==> config.mk <==
export PLATFORM = sky130hd
export DESIGN_NAME = pic16_seq
export DESIGN_NICKNAME = d
export VERILOG_FILES = /design/src/rtl/pic16_seq_pkg.sv /design/src/rtl/pic16_idec.sv /design/src/rtl/pic16_seq.sv
export SDC_FILE = /design/constraint.sdc
export NUM_CORES = 1
export LEC_CHECK = 0
export ABC_AREA = 1
export BUFFER_PORTS_ARGS = -buffer_cell sky130_fd_sc_hd__buf_2
export CAP_MARGIN = 40
export CORE_ASPECT_RATIO = 1.1
export CORE_MARGIN = 2
export CORE_UTILIZATION = 52
export DETAILED_ROUTE_END_ITERATION = 10
export PLACE_DENSITY = 0.79
export SETUP_SLACK_MARGIN = 0.1
export SLEW_MARGIN = 20
export SYNTH_ARGS = -nofsm -noshare
export SYNTH_HDL_FRONTEND = slang
export SYNTH_SLANG_ARGS = --single-unit
export TNS_END_PERCENT = 100
==> constraint.sdc <==
create_clock -name CLK -period 1.5 [get_ports CLK]
set_input_delay 0.15 -clock CLK [delete_from_list [all_inputs] [get_ports CLK]]
set_output_delay 0.15 -clock CLK [all_outputs]
set_load 0.03 [all_outputs]
==> src/rtl/pic16_seq_pkg.sv <==
// pic16_seq_pkg: shared state encodings, ALU op codes and decode record for the PIC16 sequencer.
package pic16_seq_pkg;
  localparam int FADR_W = 7;
  localparam int PC_W = 11;
  typedef enum logic [2:0] {S_IDLE, S_Q1, S_Q2, S_Q3, S_Q4} state_t;
  typedef enum logic [1:0] {SK_NONE, SK_Z, SK_NZ} skip_t;
  localparam logic [4:0] INOP = 5'd0;
  localparam logic [4:0] IADD = 5'd1;
  localparam logic [4:0] ISUB = 5'd2;
  localparam logic [4:0] IAND = 5'd3;
  localparam logic [4:0] IIOR = 5'd4;
  localparam logic [4:0] IXOR = 5'd5;
  localparam logic [4:0] ICOM = 5'd6;
  localparam logic [4:0] IDEC = 5'd7;
  localparam logic [4:0] IINC = 5'd8;
  localparam logic [4:0] IPSF = 5'd9;
  localparam logic [4:0] IPSW = 5'd10;
  localparam logic [4:0] IRLF = 5'd11;
  localparam logic [4:0] IRRF = 5'd12;
  localparam logic [4:0] ISWP = 5'd13;
  localparam logic [4:0] ICLR = 5'd14;
  localparam logic [4:0] IBCF = 5'd15;
  localparam logic [4:0] IBSF = 5'd16;
  localparam logic [4:0] IBTF = 5'd17;
  typedef struct packed {
    logic [4:0]  cb;
    logic [2:0]  b;
    logic [7:0]  k;
    logic [6:0]  fadr;
    logic        lsel;
    logic        we;
    logic        fwe;
    logic        ze;
    logic        ce;
    logic        dce;
    logic        jmp;
    logic [10:0] jtgt;
    skip_t       skip;
  } dec_t;
endpackage

==> src/rtl/pic16_idec.sv <==
// pic16_idec: combinational decode of a latched 14-bit instruction into ALU controls, enables and skip type.
module pic16_idec
  import pic16_seq_pkg::*;
(
  input  logic [13:0] ir,
  output dec_t        dec
);
  always_comb begin
    dec = '0;
    case (ir[13:12])
      2'b00: begin
        dec.fadr = ir[6:0];
        dec.we = ~ir[7];
        dec.fwe = ir[7];
        case (ir[11:8])
          4'h7: begin dec.cb = IADD; {dec.ze, dec.ce, dec.dce} = 3'b111; end
          4'h2: begin dec.cb = ISUB; {dec.ze, dec.ce, dec.dce} = 3'b111; end
          4'h5: begin dec.cb = IAND; dec.ze = 1'b1; end
          4'h4: begin dec.cb = IIOR; dec.ze = 1'b1; end
          4'h6: begin dec.cb = IXOR; dec.ze = 1'b1; end
          4'h9: begin dec.cb = ICOM; dec.ze = 1'b1; end
          4'h3: begin dec.cb = IDEC; dec.ze = 1'b1; end
          4'hA: begin dec.cb = IINC; dec.ze = 1'b1; end
          4'hB: begin dec.cb = IDEC; dec.skip = SK_Z; end
          4'hF: begin dec.cb = IINC; dec.skip = SK_Z; end
          4'h8: begin dec.cb = IPSF; dec.ze = 1'b1; end
          4'hD: begin dec.cb = IRLF; dec.ce = 1'b1; end
          4'hC: begin dec.cb = IRRF; dec.ce = 1'b1; end
          4'hE: dec.cb = ISWP;
          4'h1: begin dec.cb = ICLR; dec.ze = 1'b1; end
          default: begin
            dec.cb = ir[7] ? IPSW : INOP;
            dec.we = 1'b0;
            dec.jmp = ir == 14'h0008;
          end
        endcase
      end
      2'b01: begin
        dec.fadr = ir[6:0];
        dec.b = ir[9:7];
        dec.cb = ir[11] ? IBTF : (ir[10] ? IBSF : IBCF);
        dec.fwe = ~ir[11];
        dec.skip = ir[11] ? (ir[10] ? SK_NZ : SK_Z) : SK_NONE;
      end
      2'b10: begin
        dec.jmp = 1'b1;
        dec.jtgt = ir[10:0];
      end
      default: begin
        dec.lsel = 1'b1;
        dec.k = ir[7:0];
        dec.we = 1'b1;
        casez (ir[11:8])
          4'b00??: dec.cb = IPSF;
          4'b01??: begin dec.cb = IPSF; dec.jmp = 1'b1; end
          4'b1000: begin dec.cb = IIOR; dec.ze = 1'b1; end
          4'b1001: begin dec.cb = IAND; dec.ze = 1'b1; end
          4'b1010: begin dec.cb = IXOR; dec.ze = 1'b1; end
          4'b110?: begin dec.cb = ISUB; {dec.ze, dec.ce, dec.dce} = 3'b111; end
          4'b111?: begin dec.cb = IADD; {dec.ze, dec.ce, dec.dce} = 3'b111; end
          default: dec = '0;
        endcase
      end
    endcase
  end
endmodule

==> src/rtl/pic16_seq.sv <==
// pic16_seq: four-phase Q1-Q4 instruction sequencer with fetch handshake, Q4 enables and skip squashing.
module pic16_seq
  import pic16_seq_pkg::*;
#(
  parameter int FADR_W = 7,
  parameter int PC_W = 11
) (
  input  logic              CLK,
  input  logic              RST,
  input  logic [13:0]       IR,
  input  logic              IR_VLD,
  output logic              IR_ACK,
  output logic [4:0]        CB,
  output logic [2:0]        B,
  output logic              WE,
  output logic              FWE,
  output logic [FADR_W-1:0] FADR,
  output logic              LSEL,
  output logic [7:0]        K,
  output logic              ZE,
  output logic              CE,
  output logic              DCE,
  input  logic              ALU_Z,
  output logic              JMP,
  output logic [PC_W-1:0]   JTGT,
  output logic [1:0]        PHASE
);
  state_t state, nxt;
  logic [13:0] ir_r;
  logic sq, q4, fire;
  dec_t dec;
  pic16_idec u_idec (.ir(ir_r), .dec(dec));
  // Reset gates the Q4 strobes combinationally so an in-flight writeback never escapes.
  assign q4 = state == S_Q4;
  assign fire = q4 & ~sq & ~RST;
  assign IR_ACK = (state == S_IDLE || q4) & IR_VLD & ~RST;
  assign {WE, FWE, ZE, CE, DCE, JMP} = {6{fire}} & {dec.we, dec.fwe, dec.ze, dec.ce, dec.dce, dec.jmp};
  assign PHASE = state == S_Q2 ? 2'd1 : state == S_Q3 ? 2'd2 : q4 ? 2'd3 : 2'd0;
  always_comb begin
    nxt = S_IDLE;
    case (state)
      S_IDLE: nxt = IR_VLD ? S_Q1 : S_IDLE;
      S_Q1:   nxt = S_Q2;
      S_Q2:   nxt = S_Q3;
      S_Q3:   nxt = S_Q4;
      S_Q4:   nxt = IR_VLD ? S_Q1 : S_IDLE;
      default: nxt = S_IDLE;
    endcase
  end
  always_ff @(posedge CLK) begin
    if (RST) begin
      state <= S_IDLE;
      ir_r <= '0;
      sq <= 1'b0;
      CB <= '0;
      B <= '0;
      K <= '0;
      FADR <= '0;
      LSEL <= 1'b0;
      JTGT <= '0;
    end else begin
      state <= nxt;
      if (IR_ACK) ir_r <= IR;
      if (q4) sq <= ~sq & (dec.jmp | ((dec.skip == SK_Z) & ALU_Z) | ((dec.skip == SK_NZ) & ~ALU_Z));
      if (state == S_Q1) begin
        CB <= dec.cb;
        B <= dec.b;
        K <= dec.k;
        FADR <= FADR_W'(dec.fadr);
        LSEL <= dec.lsel;
        JTGT <= PC_W'(dec.jtgt);
      end
    end
  end
endmodule
==> flow_summary.yaml <==
routing:
  ant_nets: 0
  vias: 2442
  finalWirelength_um: 6489
  drt_iter0_markers: 250
  viasPerCell: 5.297
  firstDrtPassIters: 5
  drt-wirelength-per-cell_um: 14.08
  route.detailed.drc: 0
finish:
  nNetsFinal: 424
  design_area_um2: 3057
  diodes: 0
  drive_above_1_share_pct: 33.17
  syn2layout_area_growth_pct: 31.91
  fin_util_pct: 71.33
critical_path:
  arrival_ps: 1500
  startpoint_type: "flip-flop"
  crit_chain: "nor2_4 -> nand2_2 -> nor2_4 -> nand2_2 -> a21oi_2 -> nand2_1 -> nand2_1 -> buf_6"
  cp_max_fo: 4
  critical_path_class: "reg2out"
  crit_slowest_cell: "dfxtp_2"
  end_kind: "output port"
  cpPeakStageDelay_ps: 340
  cp.required_ps: 1350
  path_delay_family: "simple AND/OR/NAND/NOR gates"
  worst-path-buf-inv: 1
sta:
  setup-violations-final: 6
  maxSlewViolCount: 0
  worst-slew-pin-transition_ps: 273.8
  fin_crit_ps: 1645
  rsz0062_at_grt: "true"
  max_freq_ghz: 0.6078
  finalHoldViolations: 0
  fin_crit_sh_pct: 109.7
  fin_ws_ps: -145.2
  skew_ps: 7.708
  fin_setup_tns_ps: -521.6
  maxSlewHeadroom_pct: 81.75
global_routing:
  grt_pass1_vias: 2063
  grt_pass1_wl_um: 9825
  grt_usage_pct: 26.57
  gr-usage-met2_pct: 40.31
  globalRouteMet1Util_pct: 38.62
  grt_max_degree: 27
  grt-ovfl-total: 0
  antenna_found_initial: 0
  top_usage_layer: "met2"
  met3_usage_pct: 5.446
status:
  outcome: "finished, violations left"
  violations: "negative setup slack"
floorplan:
  initial_core_util_pct: 54.07
  dieArea_um2: 5007
  num_rows: 25
  coreArea_um2: 4285
  fp.dieW_um: 67.65
  die_h_um: 74.02
  ios: 62
synthesis:
  yosys_warnings: 0
  ys_ff_latch: 53
  syn_area_per_cell_um2: 7.043
  syn-num-nets: 347
  synth_cell_types: 23
  syn_area_um2: 2317
  synth_cells: 329
  synth-seq-area-share_pct: 45.79
cts:
  tritoncts: "done"
  cts_hold_buf: 0
  h-tree-depth: 2
  clk_latency_ps: 320
  numCtsBuffers: 5
  cts.sinks: 53
  clockBufferDepth: 2
  path_clk_slew_ps: 90
  cts_root_buffer: "clkbuf_8"
job:
  drv_cap: 0
placement:
  dp_slack_ps: 20.18
  dp_hpwl_um: 4546
  gp_congestion: 0.9336
  port_buffers: 61
  dpl-instance-area_um2: 2744
pwr:
  p_leak_nw: 1.429
  pwr_density_cell_nw_per_um2: 1055
  irDropWorstVdd_mv: 0.6684
  p_total_mw: 3.224
worst_hold_path:
  hp-class: "in2reg"
[cell type report]
class	instances	area, um^2
clock buffer	6	72.57
clock inverter	2	13.76
fill	382	1229
inverter	28	107.6
multi-input combinational	231	1164
sequential	53	1081
tap	54	67.56
timing repair buffer	87	550.5
[tightest hold or removal path, stage by stage]
cell    delay [ps]
buf_2           80
nor2_1          30
nor2_1          80
[cells in the mapped netlist]
master | n | area share (%)
nand4_1 | 1 | 0.27
o31ai_1 | 5 | 1.6
nor3_1 | 2 | 0.43
o21ai_2 | 1 | 0.38
inv_1 | 24 | 3.9
inv_2 | 4 | 0.65
o22ai_1 | 1 | 0.27
o21ai_0 | 28 | 6.0
clkbuf_1 | 6 | 0.97
nor2_2 | 1 | 0.27
buf_6 | 2 | 0.97
nand2_4 | 1 | 0.49
a211oi_1 | 7 | 2.3
nor2_1 | 38 | 6.2
nand2_2 | 2 | 0.54
a21oi_1 | 23 | 5.0
o211ai_1 | 1 | 0.32
nand3_1 | 34 | 7.3
nor2_4 | 1 | 0.49
or2_2 | 1 | 0.27
buf_2 | 10 | 2.2
dfxtp_1 | 53 | 46
nand2_1 | 83 | 13
[metal layers]
metal  wire length (um)  up-vias
met1               2818     1107
met4                 66        0
met5                  0        -
met3                604        5
met2               2999      104
li1                   -     1226
[kinds of logic after synthesis]
logic type / synth area share (%)
flops: 45.79
compound gates: 15.88
buf+inv: 8.639
simple gates: 29.70
[placed cells by master, fill, tap and decap left out, drive strengths merged]
cell type / n
nor2: 41
clkinv: 1
nand3: 34
o31ai: 5
or2: 1
clkbuf: 6
a21oi: 23
o21ai: 29
a211oi: 7
o211ai: 1
buf: 87
nand2: 86
dfxtp: 53
nand4: 1
o22ai: 1
inv: 29
nor3: 2
[power by group]
part / internal [mW] / total (mW) / switching [mW]
sequential: 1.49 / 1.59 / 0.0970
combinational: 0.292 / 0.819 / 0.527
clock: 0.334 / 0.817 / 0.483
[what timing repair did]
action	4_1_cts	5_1_grt
resized for setup	31	25
cloned	0	1
buffers inserted	6	3
setup endpoints to repair	9	17
pin swaps	5	4
[sequential cells by signal, indices dropped and copies added, names as in the netlist]
signal,cells
state,3
B,3
CB,5
K,8
LSEL,1
sq,1
ir_r,14
JTGT,11
FADR,7
[stage by stage]
| step | instances | hold WS (ps) |
|---|---|---|
| finish | 461 | 60.43 |
| floorplan | 329 | 284.9 |
| global placement | 445 | 376.6 |
| CTS | 458 | 57.22 |
| global route | 461 | 62.95 |
| detailed placement | 445 | 382.3 |
[final timing paths]
kind                                            start                   end  slack (ps)  depth (start not counted)
worst max-delay path              state[0]$_SDFF_PP0_                    CE        -150                          8
worst min-delay path                            IR[6]  ir_r[6]$_SDFFE_PP0P_          60                          3
worst max register to register  ir_r[10]$_SDFFE_PP0P_     K[2]$_SDFFE_PP0P_         230                          7
worst min register to register      K[4]$_SDFFE_PP0P_     K[4]$_SDFFE_PP0P_         460                          2
Note: power is estimated with default switching activity, not from simulation.
